[src/rtl/hit_stream_tx_pkg.sv]
// Shared definitions for the hit-word bus: layer codes, word widths, hit field layout
// and word formatting helpers used by the transmitter and the receiver bench.
package hit_stream_tx_pkg;

    localparam int unsigned WORD_W        = 23;
    localparam int unsigned HIT_W         = 19;
    localparam int unsigned LAYER_W       = 3;
    localparam int unsigned CNT_W         = 10;
    localparam int unsigned SVX_PAYLOAD_W = 18;

    // SVX hit field layout: {2'b0, z, sign, coord}
    localparam int unsigned COORD_W   = 14;
    localparam int unsigned COORD_LSB = 0;
    localparam int unsigned SIGN_LSB  = 14;
    localparam int unsigned Z_W       = 3;
    localparam int unsigned Z_LSB     = 15;

    // XFT hit field layout: {c_sign, c_mag, phi}
    localparam int unsigned PHI_W      = 12;
    localparam int unsigned PHI_LSB    = 0;
    localparam int unsigned C_MAG_W    = 6;
    localparam int unsigned C_MAG_LSB  = 12;
    localparam int unsigned C_SIGN_LSB = 18;

    localparam logic [LAYER_W-1:0] LAYER_XFT     = 3'd5;
    localparam logic [LAYER_W-1:0] LAYER_TRAILER = 3'd7;

    localparam logic [WORD_W-1:0] XFT_MARKER = {2'b00, LAYER_XFT, 18'b0};

    typedef struct packed {
        logic [1:0]         pad;
        logic [Z_W-1:0]     z;
        logic               sign;
        logic [COORD_W-1:0] coord;
    } svx_hit_t;

    typedef struct packed {
        logic               c_sign;
        logic [C_MAG_W-1:0] c_mag;
        logic [PHI_W-1:0]   phi;
    } xft_hit_t;

    typedef enum logic [2:0] {
        S_IDLE,
        S_CLR,
        S_SVX,
        S_XHDR,
        S_XDAT,
        S_DONE
    } tx_state_t;

    function automatic logic is_svx_layer(input logic [LAYER_W-1:0] layer);
        return layer <= 3'd4;
    endfunction

    function automatic logic [WORD_W-1:0] svx_word(input logic [LAYER_W-1:0]       layer,
                                                   input logic [SVX_PAYLOAD_W-1:0] payload);
        return {2'b00, layer, payload};
    endfunction

    function automatic logic [WORD_W-1:0] xft_word(input xft_hit_t hit);
        return {4'b0000, hit};
    endfunction

endpackage

[src/rtl/hit_stream_tx_xft_fifo.sv]
// Show-ahead synchronous FIFO holding the XFT hits of the current event until the
// SVX words are out; pointer reset doubles as the mid-event flush.
module hit_stream_tx_xft_fifo
    import hit_stream_tx_pkg::*;
#(
    parameter int unsigned DEPTH = 16,
    parameter int unsigned WIDTH = HIT_W
) (
    input  logic                     clock,
    input  logic                     reset_n,
    input  logic                     push,
    input  logic                     pop,
    input  logic [WIDTH-1:0]         wr_data,
    output logic [WIDTH-1:0]         rd_data,
    output logic                     full,
    output logic                     empty,
    output logic [$clog2(DEPTH):0]   count
);

    localparam int unsigned AW = $clog2(DEPTH);
    localparam int unsigned CW = AW + 1;

    logic [WIDTH-1:0] mem [DEPTH];
    logic [AW-1:0]    wr_ptr;
    logic [AW-1:0]    rd_ptr;
    logic [CW-1:0]    level;
    logic             do_push;
    logic             do_pop;

    assign do_push = push && !full;
    assign do_pop  = pop && !empty;

    always_ff @(posedge clock or negedge reset_n) begin
        if (!reset_n) begin
            wr_ptr <= '0;
            rd_ptr <= '0;
            level  <= '0;
        end else begin
            if (do_push) wr_ptr <= wr_ptr + AW'(1);
            if (do_pop)  rd_ptr <= rd_ptr + AW'(1);
            level <= level + CW'(do_push) - CW'(do_pop);
        end
    end

    // Storage needs no reset: the pointers define what is valid.
    always_ff @(posedge clock) begin
        if (do_push) mem[wr_ptr] <= wr_data;
    end

    assign rd_data = mem[rd_ptr];
    assign full    = (level == CW'(DEPTH));
    assign empty   = (level == '0);
    assign count   = level;

endmodule

[src/rtl/hit_stream_tx.sv]
// Hit-word bus transmitter: clear pulse, SVX words in arrival order, then buffered
// XFT hits as marker/data pairs, with per-event word count and error pulses.
module hit_stream_tx
    import hit_stream_tx_pkg::*;
#(
    parameter int unsigned XFT_DEPTH = 16
) (
    input  logic               clock,
    input  logic               reset_n,
    input  logic               hit_valid,
    output logic               hit_ready,
    input  logic [LAYER_W-1:0] hit_layer,
    input  logic [HIT_W-1:0]   hit_data,
    input  logic               hit_eoe,
    input  logic               tx_hold,
    output logic [WORD_W-1:0]  dout,
    output logic               we,
    output logic               clear,
    output logic               evt_done,
    output logic [CNT_W-1:0]   evt_words,
    output logic               err_layer,
    output logic               err_xft_ovf
);

    localparam int unsigned FIFO_CW = $clog2(XFT_DEPTH) + 1;
    localparam logic [CNT_W-1:0] CNT_MAX = '1;

    tx_state_t          state;
    logic               accept;
    logic               is_svx;
    logic               is_xft;
    logic               bad_layer;
    logic               push;
    logic               pop;
    logic               emit;
    logic               fifo_full;
    logic               fifo_empty;
    logic [HIT_W-1:0]   fifo_rd_data;
    logic [FIFO_CW-1:0] fifo_level;
    logic [CNT_W-1:0]   word_cnt;
    logic [CNT_W-1:0]   cnt_next;

    // Ready depends only on state and hold, never on the hit itself.
    assign hit_ready = (state == S_SVX) && !tx_hold;
    assign accept    = hit_valid && hit_ready;
    assign is_svx    = is_svx_layer(hit_layer);
    assign is_xft    = (hit_layer == LAYER_XFT);
    assign bad_layer = !is_svx && !is_xft && !((hit_layer == LAYER_TRAILER) && hit_eoe);
    assign push      = accept && is_xft && !fifo_full;
    assign pop       = (state == S_XDAT) && !tx_hold;
    assign emit      = (accept && is_svx)
                     || (((state == S_XHDR) || (state == S_XDAT)) && !tx_hold);
    assign cnt_next  = (emit && (word_cnt != CNT_MAX)) ? word_cnt + CNT_W'(1) : word_cnt;

    hit_stream_tx_xft_fifo #(
        .DEPTH (XFT_DEPTH),
        .WIDTH (HIT_W)
    ) u_xft_fifo (
        .clock   (clock),
        .reset_n (reset_n),
        .push    (push),
        .pop     (pop),
        .wr_data (hit_data),
        .rd_data (fifo_rd_data),
        .full    (fifo_full),
        .empty   (fifo_empty),
        .count   (fifo_level)
    );

    always_ff @(posedge clock or negedge reset_n) begin
        if (!reset_n) begin
            state       <= S_IDLE;
            dout        <= '0;
            we          <= 1'b0;
            clear       <= 1'b0;
            evt_done    <= 1'b0;
            evt_words   <= '0;
            err_layer   <= 1'b0;
            err_xft_ovf <= 1'b0;
            word_cnt    <= '0;
        end else begin
            we          <= 1'b0;
            clear       <= 1'b0;
            evt_done    <= 1'b0;
            err_layer   <= 1'b0;
            err_xft_ovf <= 1'b0;
            word_cnt    <= cnt_next;

            unique case (state)
                S_IDLE: begin
                    if (hit_valid && !tx_hold) begin
                        state <= S_CLR;
                        clear <= 1'b1;
                    end
                end
                S_CLR: begin
                    word_cnt <= '0;
                    state    <= S_SVX;
                end
                S_SVX: begin
                    if (accept) begin
                        if (is_svx) begin
                            we   <= 1'b1;
                            dout <= svx_word(hit_layer, hit_data[SVX_PAYLOAD_W-1:0]);
                        end
                        if (is_xft && fifo_full) err_xft_ovf <= 1'b1;
                        if (bad_layer)           err_layer   <= 1'b1;
                        // A hit pushed together with eoe still belongs to this drain.
                        if (hit_eoe) begin
                            if (push || !fifo_empty) begin
                                state <= S_XHDR;
                            end else begin
                                state     <= S_DONE;
                                evt_done  <= 1'b1;
                                evt_words <= cnt_next;
                            end
                        end
                    end
                end
                S_XHDR: begin
                    if (!tx_hold) begin
                        we    <= 1'b1;
                        dout  <= XFT_MARKER;
                        state <= S_XDAT;
                    end
                end
                S_XDAT: begin
                    if (!tx_hold) begin
                        we   <= 1'b1;
                        dout <= xft_word(xft_hit_t'(fifo_rd_data));
                        if (fifo_level == FIFO_CW'(1)) begin
                            state     <= S_DONE;
                            evt_done  <= 1'b1;
                            evt_words <= cnt_next;
                        end else begin
                            state <= S_XHDR;
                        end
                    end
                end
                S_DONE: begin
                    state <= S_IDLE;
                end
                default: begin
                    state <= S_IDLE;
                end
            endcase
        end
    end

endmodule

[config.mk]
export PLATFORM = sky130hd
export DESIGN_NAME = hit_stream_tx
export DESIGN_NICKNAME = d
export VERILOG_FILES = /design/src/rtl/hit_stream_tx_pkg.sv /design/src/rtl/hit_stream_tx_xft_fifo.sv /design/src/rtl/hit_stream_tx.sv
export SDC_FILE = /design/constraint.sdc
export NUM_CORES = 1
export LEC_CHECK = 0
export CAP_MARGIN = 5
export CORE_UTILIZATION = 60
export DETAILED_ROUTE_END_ITERATION = 6
export PLACE_DENSITY = 0.84
export REMOVE_ABC_BUFFERS = 1
export SETUP_SLACK_MARGIN = 0.05
export SKIP_CTS_REPAIR_TIMING = 1
export SYNTH_ARGS = -nofsm -noshare
export SYNTH_HDL_FRONTEND = slang
export SYNTH_SLANG_ARGS = --single-unit
[constraint.sdc]
create_clock -name clock -period 4.45 [get_ports clock]
set_input_delay 0.6675 -clock clock [delete_from_list [all_inputs] [get_ports clock]]
set_output_delay 0.6675 -clock clock [all_outputs]
set_load 0.01 [all_outputs]
==> metrics, run 1 <==
total count of max-transition violations in the final report 0; kind of end point of the critical path register; worst vdd ir 0.000411 V; sum of internal, switching and leakage power 9440 uW; critical-path cell list clkdlybuf4s50_1 -> or3b_2 -> or3_1 -> nor2_4 -> nand3_1 -> nor2_2 -> buf_4; effective utilization at floorplan 61.7%; Crit. Startpoint tx_hold; count of flip-flops with a built-in enable after synthesis 304; PwrDens 558 nW/um^2; highest clock frequency the design can meet 316 MHz; final critical-path setup slack 1.29 ns; antenna violations before repair 0; total via count in the routed design 7,829; leakage component of the power 0.00563 uW; violation count after the first detailed-route iteration 848; failing checks DRC; async set-or-reset flop fraction in the synthesized netlist 16.9%; number of H-tree levels 2; data arrival time of the worst path 3.36 ns; Layout Cells excl Fill 1,198; critical path peak fanout 19; Mean Syn Cell Area 19.2 um^2; count of buffers from port buffering 63; top-level I/O count 66; type of the worst min-delay path in -> async; HPWL reported at the end of detailed placement 19.3 mm; number of search-and-repair iterations in the first detailed-routing pass 7; Die Footprint 25,000 um^2; share of post-route cells with drive strength above 1 22.2%; cell type of the slowest stage on the worst timing path clkdlybuf4s50_1; Std-Cell Core Area 23,700 um^2; Clk network pwr share 32.4%; TritonCTS clock tree built; cell types occupying the most area after synthesis edfxtp_1, mux4_2, dfrtp_1; final antenna-violating net count 0; synth unique cells 57; die width 158 um; classification of the worst setup path in -> reg; wire length of the first global-routing pass 48.8 mm; net switching share of the total power 27.4%; fraction of synthesized cell area taken by the top area cell type 62.5%; Warnings, synthesis 0; Critical R2R Launch u_xft_fifo.count[3]$_DFF_PN0_; P_sw 2580 uW; number of rows created at floorplan 56; total grt overflow 0; synth-to-layout area growth 15.7%; clock latency of the later-clocked register in the worst-skew pair 0.53 ns; FILL cells 1,452; post-detailed-route wirelength per cell 27.2 um; Die Y-Extent 158 um; Overall Global Routing Usage 27.7%; vias in the first global route 8,208; final hold viol count 0; layout net count 892; buffer levels on the longest clock path 3; delay of the slowest cell on the worst path 0.66 ns; max_slew headroom 16.6%; worst slack, placed 0.840 ns; part of the cycle the worst path needs 71.1%; setup repair after global routing missed its margin false; register bit total from synthesis 366; top cell type by total area after synthesis edfxtp_1; sink count of the clock tree 366; antenna cell count 0; post-synth design cell area 14,600 um^2; max capacitance violation total 0; wire length after detailed routing 32.6 mm; number of buffers created by CTS 36; largest net degree at the start of global routing 48; Main synth FF type edfxtp_1; Routability Congestion 0.890; shortest period the worst path allows 3.16 ns; end-of-flow core utilization 71.3%; final hold slack 0.203 ns; worst clock skew 0.0221 ns; result of the run finished, violations left; setup violators final 0; master cell of the clock root buffer clkbuf_16; cell internal power dissipation 6850 uW; share of total power in sequential cells 45.2%; clock transition at the register clock pins on the worst setup and hold paths after CTS 0.06 ns; share of the yosys chip area belonging to registers 73.1%; transition time of the tightest slew-check pin 1.25 ns; number of DRC violations after detailed routing 1; combinational share of power 22.4%; Cell Count Post-Placement 1,133; Post-Syn Instances 761; average via count per standard cell 6.54; Worst Path Required 4.65 ns; category of the worst setup path launch point primary input
==> cell usage after synthesis, types with 3 or more instances <==
library cell	number
xnor2_1	12
mux2i_1	26
clkbuf_1	22
nand4_1	5
buf_1	5
nor2_1	26
ha_1	12
a21oi_1	15
nand2_1	19
a222oi_1	18
nor2b_1	4
xor2_1	3
mux2_2	21
nor3b_1	3
nor3_1	14
o21ai_0	8
mux4_2	75
edfxtp_1	304
and2_1	9
buf_2	7
inv_1	15
nor4_1	3
o31ai_1	20
nand2b_1	3
or3_1	4
nand3_1	6
dfrtp_1	62
buf_4	4
==> cells in the final DEF (no fill, tap or decap), types with 12 or more instances in the layout <==
| cell type | Yosys | final |
|---|---|---|
| dfrtp_1 | 62 | 59 |
| nor2_1 | 26 | 22 |
| o31ai_1 | 20 | 20 |
| mux4_2 | 75 | 75 |
| buf_4 | 4 | 30 |
| a222oi_1 | 18 | 18 |
| clkbuf_1 | 22 | 12 |
| a21oi_1 | 15 | 15 |
| edfxtp_1 | 304 | 304 |
| clkbuf_16 | 0 | 38 |
| ha_1 | 12 | 12 |
| inv_1 | 15 | 15 |
| mux2i_1 | 26 | 26 |
| clkdlybuf4s50_1 | 0 | 62 |
| nand2_1 | 19 | 19 |
| mux2_2 | 21 | 21 |
| xnor2_1 | 12 | 12 |
==> logic make-up after synthesis <==
group / share of synthesized area, %
DFF: 73.1
muxes: 15.0
and+or+nand+nor: 4.05
AOI/OAI and AO/OA: 4.05
buffers and inverters: 1.74
xor gates and xnor gates: 0.899
adders and majority gates: 1.16
other: 0.0257
==> sequential cells by signal (all words and copies together) (netlist names) <==
signal	count
clear	1
dout	21
err_layer	1
err_xft_ovf	1
evt_done	1
evt_words	10
state	3
u_xft_fifo.count	5
u_xft_fifo.mem	304
u_xft_fifo.rd_ptr	4
u_xft_fifo.wr_ptr	4
we	1
word_cnt	10
==> final timing paths <==
kind | to | slack (ns) | cells past startpoint
hold reg to reg | evt_words[3]$_DFFE_PN0P_ | 0.48 | 2
setup reg to reg | u_xft_fifo.count[4]$_DFF_PN0_ | 1.43 | 12
hold / removal | evt_words[2]$_DFFE_PN0P_ | 0.20 | 1
setup / recovery | u_xft_fifo.mem[14][0]$_DFFE_PP_ | 1.29 | 7
min in group clock | evt_words[3]$_DFFE_PN0P_ | 0.48 | 2
max in group asynchronous | dout[12]$_DFFE_PN0P_ | 3.24 | 2
==> final cells by class <==
type | count | area (um^2) | share of cell area, %
Timing Repair Buffer | 93 | 851 | 5.04
Sequential cell | 366 | 10700 | 63.2
Clock buffer | 51 | 1010 | 5.98
Multi-Input combinational cell | 339 | 3710 | 21.9
Inverter | 16 | 60.1 | 0.355
Tap cell | 319 | 399 | 2.36
Clock inverter | 14 | 183 | 1.08
==> power groups by stage <==
stage	clock [uW]	sequential [uW]	combinational (uW)
6_report	3060	4260	2110
5_1_grt	3220	4300	2260
4_1_cts	3090	4260	2120
3_5_place_dp	0	4330	2090
3_3_place_gp	0	4320	2020
2_1_floorplan	0	4380	1300
==> worst max-delay path, delay by kind of cell <==
| family | cells | cell delay, ns |
|---|---|---|
| buf+inv | 2 | 0.97 |
| simple gates | 5 | 1.72 |
==> routing by layer <==
metal / global-route usage, % / share of wire (%)
met3: 3.89 / 6.9
met4: 13.6 / 4.1
met5: 0 / 0
met2: 47.1 / 51
met1: 35.4 / 38
==> metrics by stage <==
step,TNS (ns),instance area (um^2)
floorplan,-1.91,14400
global placement,0,15700
detailed placement,0,15700
CTS,0,16900
global route,0,16900
finish,0,16900
Note: power is estimated with default switching activity, not from simulation.
==> inputs of run 2 (changes only) <==
==> constraint.sdc (replaced) <==
create_clock -name clock -period 3.1 [get_ports clock]
set_input_delay 0.465 -clock clock [delete_from_list [all_inputs] [get_ports clock]]
set_output_delay 0.465 -clock clock [all_outputs]
set_load 0.01 [all_outputs]
==> run 2 against run 1 <==
Compared with the run above:
- the flow now finishes without violations
- count of clock-buffer cells in the layout down 5
- flip-flop and latch count did not move
- design area up 1.8%
- worst setup slack worse by 0.89 ns
- combinational power is 51% higher
- highest routed layer unchanged
- utilization grew 1.3 points
- critical endpoint is now dout[3]$_DFFE_PN0P_
==> metrics, run 2 (synthesis gave the netlist of run 1 again) <==
top-level I/O count 66; total via count in the routed design 8,014; vias in the first global route 8,151; critical register-to-register path endpoint dout[3]$_DFFE_PN0P_; PwrDens 784 nW/um^2; shortest period the worst path allows 2.70 ns; final antenna-violating net count 0; largest net degree at the start of global routing 44; classification of the worst setup path reg -> reg; number of rows created at floorplan 56; slack of the worst reg-to-reg path 0.40 ns; wire length after detailed routing 33.4 mm; max capacitance violation total 0; end-of-flow core utilization 72.7%; highest clock frequency the design can meet 370 MHz; Std-Cell Core Area 23,700 um^2; Overall Global Routing Usage 28.3%; clock latency of the later-clocked register in the worst-skew pair 0.52 ns; Die Footprint 25,000 um^2; top flop regs u_xft_fifo.mem: 304 flops, dout: 21 flops; total count of max-transition violations in the final report 0; final hold viol count 0; violation count after the first detailed-route iteration 999; number of flip-flops in the largest register 304; wire length of the first global-routing pass 50.4 mm; master cell of the clock root buffer clkbuf_16; cell internal power dissipation 9680 uW; share of post-route cells with drive strength above 1 24.4%; FILL cells 1,363; critical path peak fanout 21; die width 158 um; clock transition at the register clock pins on the worst setup and hold paths after CTS 0.06 ns; buffer levels on the longest clock path 3; count of buffers from port buffering 63; post-route setup TNS 0 ns; Cell Area, Placed 16,100 um^2; transition time of the tightest slew-check pin 1.01 ns; effective utilization at floorplan 61.7%; post-detailed-route wirelength per cell 27.3 um; type of the worst min-delay path in -> async; result of the run completed; cell count of the worst reg-to-reg path 5; part of the cycle the worst path needs 87.2%; share of total power in sequential cells 45.3%; final hold slack 0.376 ns; Die Y-Extent 158 um; Worst Path Required 3.47 ns; average via count per standard cell 6.55; number of H-tree levels 2; synth-to-layout area growth 17.8%; data arrival time of the worst path 3.08 ns; net switching share of the total power 28.2%; setup violators final 0; TritonCTS clock tree built; Routability Congestion 0.883; setup repair after global routing missed its margin false; Critical R2R Launch state[0]$_DFFE_PN0P_; worst slack, placed -0.0718 ns; number of search-and-repair iterations in the first detailed-routing pass 6; number of buffers created by CTS 37; antenna cell count 0; worst vdd ir 0.000656 V; kind of end point of the critical path register; leakage component of the power 0.00576 uW; layout net count 917; Clk network pwr share 31.0%; worst clock skew 0.0176 ns; max_slew headroom 32.6%; sink count of the clock tree 366; most common cell after layout, fill and taps aside edfxtp_1; P_sw 3810 uW; antenna violations before repair 0; final critical-path setup slack 0.396 ns; combinational share of power 23.6%; final design instance area without fill 17,200 um^2; number of DRC violations after detailed routing 0; category of the worst setup path launch point register; HPWL reported at the end of detailed placement 20.5 mm; total grt overflow 0; most frequent cells in the layout edfxtp_1, mux4_2, clkdlybuf4s50_1; register containing the most flip-flops in the final layout u_xft_fifo.mem
[run 2: cell count changes in the layout (fill, tap and decap cells not counted), moves of 2 or more]
| cell | change |
|---|---|
| bufinv_16 | -2 |
| clkinv_1 | +2 |
| clkinv_2 | +4 |
| buf_12 | +15 |
| clkbuf_1 | -4 |
| buf_4 | +8 |
[run 2: worst max-delay path by stage]
stage	start	slack, ns	to	depth (start not counted)
after global routing	u_xft_fifo.count[3]$_DFF_PN0_	0.19	u_xft_fifo.count[4]$_DFF_PN0_	13
after detailed placement	hit_valid	-0.07	u_xft_fifo.mem[2][6]$_DFFE_PP_	7
after floorplan	u_xft_fifo.rd_ptr[0]$_DFFE_PN0P_	-1.46	dout[0]$_DFFE_PN0P_	4
after global placement	hit_valid	0.02	u_xft_fifo.mem[2][13]$_DFFE_PP_	7
final	state[0]$_DFFE_PN0P_	0.40	dout[3]$_DFFE_PN0P_	5
after CTS	u_xft_fifo.count[2]$_DFF_PN0_	0.45	u_xft_fifo.count[4]$_DFF_PN0_	13
[run 2: layer usage]
| metal | track usage, % | up-vias | routed length (um) |
|---|---|---|---|
| met5 | 0 | - | 0 |
| met4 | 10.4 | 0 | 1150 |
| met3 | 4.65 | 92 | 2560 |
| met2 | 48.5 | 460 | 17200 |
| met1 | 36.8 | 4139 | 12500 |
| li1 | - | 3323 | - |
[run 2: stage by stage]
step | std cells | total power, uW
after detailed placement | 1156 | 9360
after CTS | 1222 | 13500
final | 1223 | 13500
after global placement | 1156 | 9230
after global routing | 1223 | 14000
after floorplan | 721 | 8150
[run 2: worst max-delay path, stage by stage (launching register included)]
cell and delay, ns:
dfrtp_1 0.53, or3b_4 0.50, o311a_4 0.18, or2_1 0.59, a222oi_1 0.61, o31ai_1 0.15
[run 2: area by class of cell]
class	count	area, um^2	share of cell area [%]
Timing Repair Buffer	117	1220	7.10
Clock inverter	20	161	0.938
Tap cell	319	399	2.32
Clock buffer	46	970	5.64
Sequential cell	366	10700	62.1
Multi-Input combinational cell	339	3710	21.6
Inverter	16	60.1	0.349
[run 2: power by group through the flow]
stage	Sequential [uW]	Clock [uW]	Combinational, uW
after floorplan	6290	0	1870
after global placement	6180	0	3050
after detailed placement	6200	0	3160
after CTS	6110	4240	3200
after global routing	6160	4420	3400
final	6120	4180	3190
==> inputs of run 3 (changes only) <==
--- a/config.mk
+++ b/config.mk
@@ -14,4 +14,5 @@
 export SKIP_CTS_REPAIR_TIMING = 1
 export SYNTH_ARGS = -nofsm -noshare
 export SYNTH_HDL_FRONTEND = slang
+export SYNTH_HIERARCHICAL = 1
 export SYNTH_SLANG_ARGS = --single-unit
==> run 3 against run 2 <==
Compared with the run above:
- utilization increased by 0.31 points
- flip-flop and latch count unchanged
- hold slack improved by 0.091 ns
- first-iteration DRC count increased by 7.5%
- clock skew increased by 0.0061 ns
- combinational power increased by 13%
- largest power group unchanged
- highest routed layer unchanged
==> metrics, run 3 <==
critical register-to-register path endpoint u_xft_fifo/count[4]$_DFF_PN0_; category of the worst setup path launch point register; top flop regs u_xft_fifo/mem: 304 flops, dout: 21 flops; clock latency of the later-clocked register in the worst-skew pair 0.53 ns; max_slew headroom 52.0%; type of the worst min-delay path in -> async; cell types occupying the most area after synthesis edfxtp_1, dfrtp_1, mux4_2; total via count in the routed design 8,692; Main synth FF type edfxtp_1; total grt overflow 0; register bit total from synthesis 366; GR Util met3 4.34%; top cell type by total area after synthesis edfxtp_1; final hold viol count 0; transition time of the tightest slew-check pin 0.718 ns; share of the yosys chip area belonging to registers 70.7%; cell count of the worst reg-to-reg path 15; number of rows created at floorplan 57; final critical-path setup slack 0.114 ns; proportion of synthesized area in mux cells 11.6%; effective utilization at floorplan 61.6%; buffer levels on the longest clock path 3; result of the run completed; Std-Cell Core Area 24,500 um^2; synth-to-layout area growth 18.5%; final design instance area without fill 17,900 um^2; largest net degree at the start of global routing 41; Cell Area, Placed 16,600 um^2; PwrDens 778 nW/um^2; count of flip-flops with a built-in enable after synthesis 304; master cell of the clock root buffer clkbuf_16; setup violators final 0; Cell Count Post-Placement 1,290; part of the cycle the worst path needs 96.3%; classification of the worst setup path reg -> reg; highest clock frequency the design can meet 335 MHz; post-detailed-route wirelength per cell 25.5 um; main combinational cell family by area after synthesis multiplexers; vias in the first global route 9,050; most common cell after layout, fill and taps aside edfxtp_1; synthesized-area fraction occupied by xor and xnor cells 0.870%; number of buffer and inverter instances along the worst setup path 3; Overall Global Routing Usage 27.8%; basic-gate share of the synthesized area counting and, or, nand and nor cells 5.13%; post-synth design cell area 15,100 um^2; number of buffers created by CTS 38; TritonCTS clock tree built; top-level I/O count 66; synth unique cells 57; antenna violations before repair 0; met2 GRT Util 47.3%; sink count of the clock tree 366; count of buffers from port buffering 63; worst vdd ir 0.000629 V; Critical R2R Launch u_xft_fifo/count[2]$_DFF_PN0_; wire length after detailed routing 34.8 mm; wire length of the first global-routing pass 53.2 mm; global-route layer with the greatest usage met2; critical path peak fanout 2; fraction of the mapped netlist area in compound gates 7.70%; Post-Syn Instances 875; Warnings, synthesis 6; antenna cell count 0; cell type of the slowest stage on the worst timing path or4b_4; number of flip-flops in the largest register 304; final hold slack 0.467 ns; number of H-tree levels 2; worst slack, placed -0.390 ns; adder-cell share of the synthesized area 1.13%; violation count after the first detailed-route iteration 1,074; most instantiated library cell after synthesis edfxtp_1; Die Footprint 25,800 um^2; number of search-and-repair iterations in the first detailed-routing pass 6; number of DRC violations after detailed routing 0; worst clock skew 0.0238 ns; Routability Congestion 0.856; fraction of synthesized cell area taken by the top area cell type 60.4%; die width 161 um; Worst Path Required 3.54 ns; share of post-route cells with drive strength above 1 23.8%; slack of the worst reg-to-reg path 0.11 ns; layout net count 1,051; Die Y-Extent 161 um; FILL cells 1,429; most frequent cells in the layout edfxtp_1, mux2i_1, buf_4; kind of cell adding the most delay to the critical path simple AND/OR/NAND/NOR gates; average via count per standard cell 6.37; async set-or-reset flop fraction in the synthesized netlist 16.9%; final antenna-violating net count 0; total count of max-transition violations in the final report 0; Mean Syn Cell Area 17.3 um^2; critical-path cell list inv_2 -> ha_4 -> and4bb_1 -> or4b_4 -> nor2_2 -> nor2b_4 -> inv_2 -> ha_4 -> inv_2 -> ha_4 -> fa_2 -> a21oi_2 -> nor2_1 -> nor2_1 -> xnor2_1; HPWL reported at the end of detailed placement 21.4 mm; list of most frequent post-synthesis cells edfxtp_1, mux2i_1, dfrtp_1; clock transition at the register clock pins on the worst setup and hold paths after CTS 0.06 ns; shortest period the worst path allows 2.99 ns; kind of end point of the critical path register; register containing the most flip-flops in the final layout u_xft_fifo/mem; data arrival time of the worst path 3.42 ns; met1 demand-to-capacity share in global routing 36.2%; Layout Cells excl Fill 1,365; delay of the slowest cell on the worst path 0.51 ns; max capacitance violation total 0; post-route setup TNS 0 ns; leakage component of the power 0.00635 uW
==> run 3: changes by cell type after synthesis, moves of 8 or more <==
cell,delta
mux2i_1,+59
mux4_2,-37
o31ai_1,-18
nor3_1,-9
inv_1,+11
a221oi_2,+38
mux2_2,-18
a21oi_1,-8
a221oi_1,+19
nor2_1,+31
nand2_1,+16
a22oi_1,+20
a222oi_1,-18
o21ai_1,+10
==> run 3: kinds of logic (layout without fill, tap and decap cells) <==
group | Yosys count | in the layout
DFF | 366 | 366
and+or+nand+nor | 155 | 155
muxes | 127 | 127
AOI/OAI and AO/OA | 120 | 120
buffers and inverters | 78 | 243
xor gates and xnor gates | 15 | 15
adders and majority gates | 13 | 13
other | 1 | 2
==> run 3: worst max-delay path by stage <==
stage,startpoint,endpoint,depth (start not counted)
detailed placement,hit_layer[0],u_xft_fifo/count[4]$_DFF_PN0_,14
CTS,u_xft_fifo/count[2]$_DFF_PN0_,u_xft_fifo/count[4]$_DFF_PN0_,15
finish,u_xft_fifo/count[2]$_DFF_PN0_,u_xft_fifo/count[4]$_DFF_PN0_,15
floorplan,u_xft_fifo/rd_ptr[0]$_DFFE_PN0P_,dout[10]$_DFFE_PN0P_,5
global placement,hit_layer[0],u_xft_fifo/count[4]$_DFF_PN0_,14
global route,u_xft_fifo/count[2]$_DFF_PN0_,u_xft_fifo/count[4]$_DFF_PN0_,15
==> run 3: layout make-up <==
| type | count | area, um^2 | share of cell area [%] |
|---|---|---|---|
| flip-flops and latches | 366 | 10700 | 59.7 |
| multi-input cells | 432 | 4110 | 22.9 |
| repair buffers | 145 | 1390 | 7.79 |
| clock buffers | 44 | 983 | 5.49 |
| well taps | 324 | 405 | 2.26 |
| clock inverters | 26 | 221 | 1.24 |
| inverters | 28 | 105 | 0.587 |
==> run 3: per-layer routing <==
layer | vias up | wire, um
met1 | 4390 | 13100
met3 | 101 | 2610
met2 | 470 | 17700
met5 | - | 0
li1 | 3731 | -
met4 | 0 | 1390
==> run 3: stage by stage <==
stage	util, %	power (uW)
final	73.0	13900
after global routing	73.0	14500
after CTS	72.6	13900
after detailed placement	67.7	9540
after global placement	67.7	9440
after floorplan	-	8140
==> run 3: power by group <==
group | total, uW | internal (uW) | switching, uW
combinational | 3590 | 1750 | 1840
sequential | 5960 | 5640 | 319
clock | 4380 | 2540 | 1840
total | 13900 | 9930 | 4000
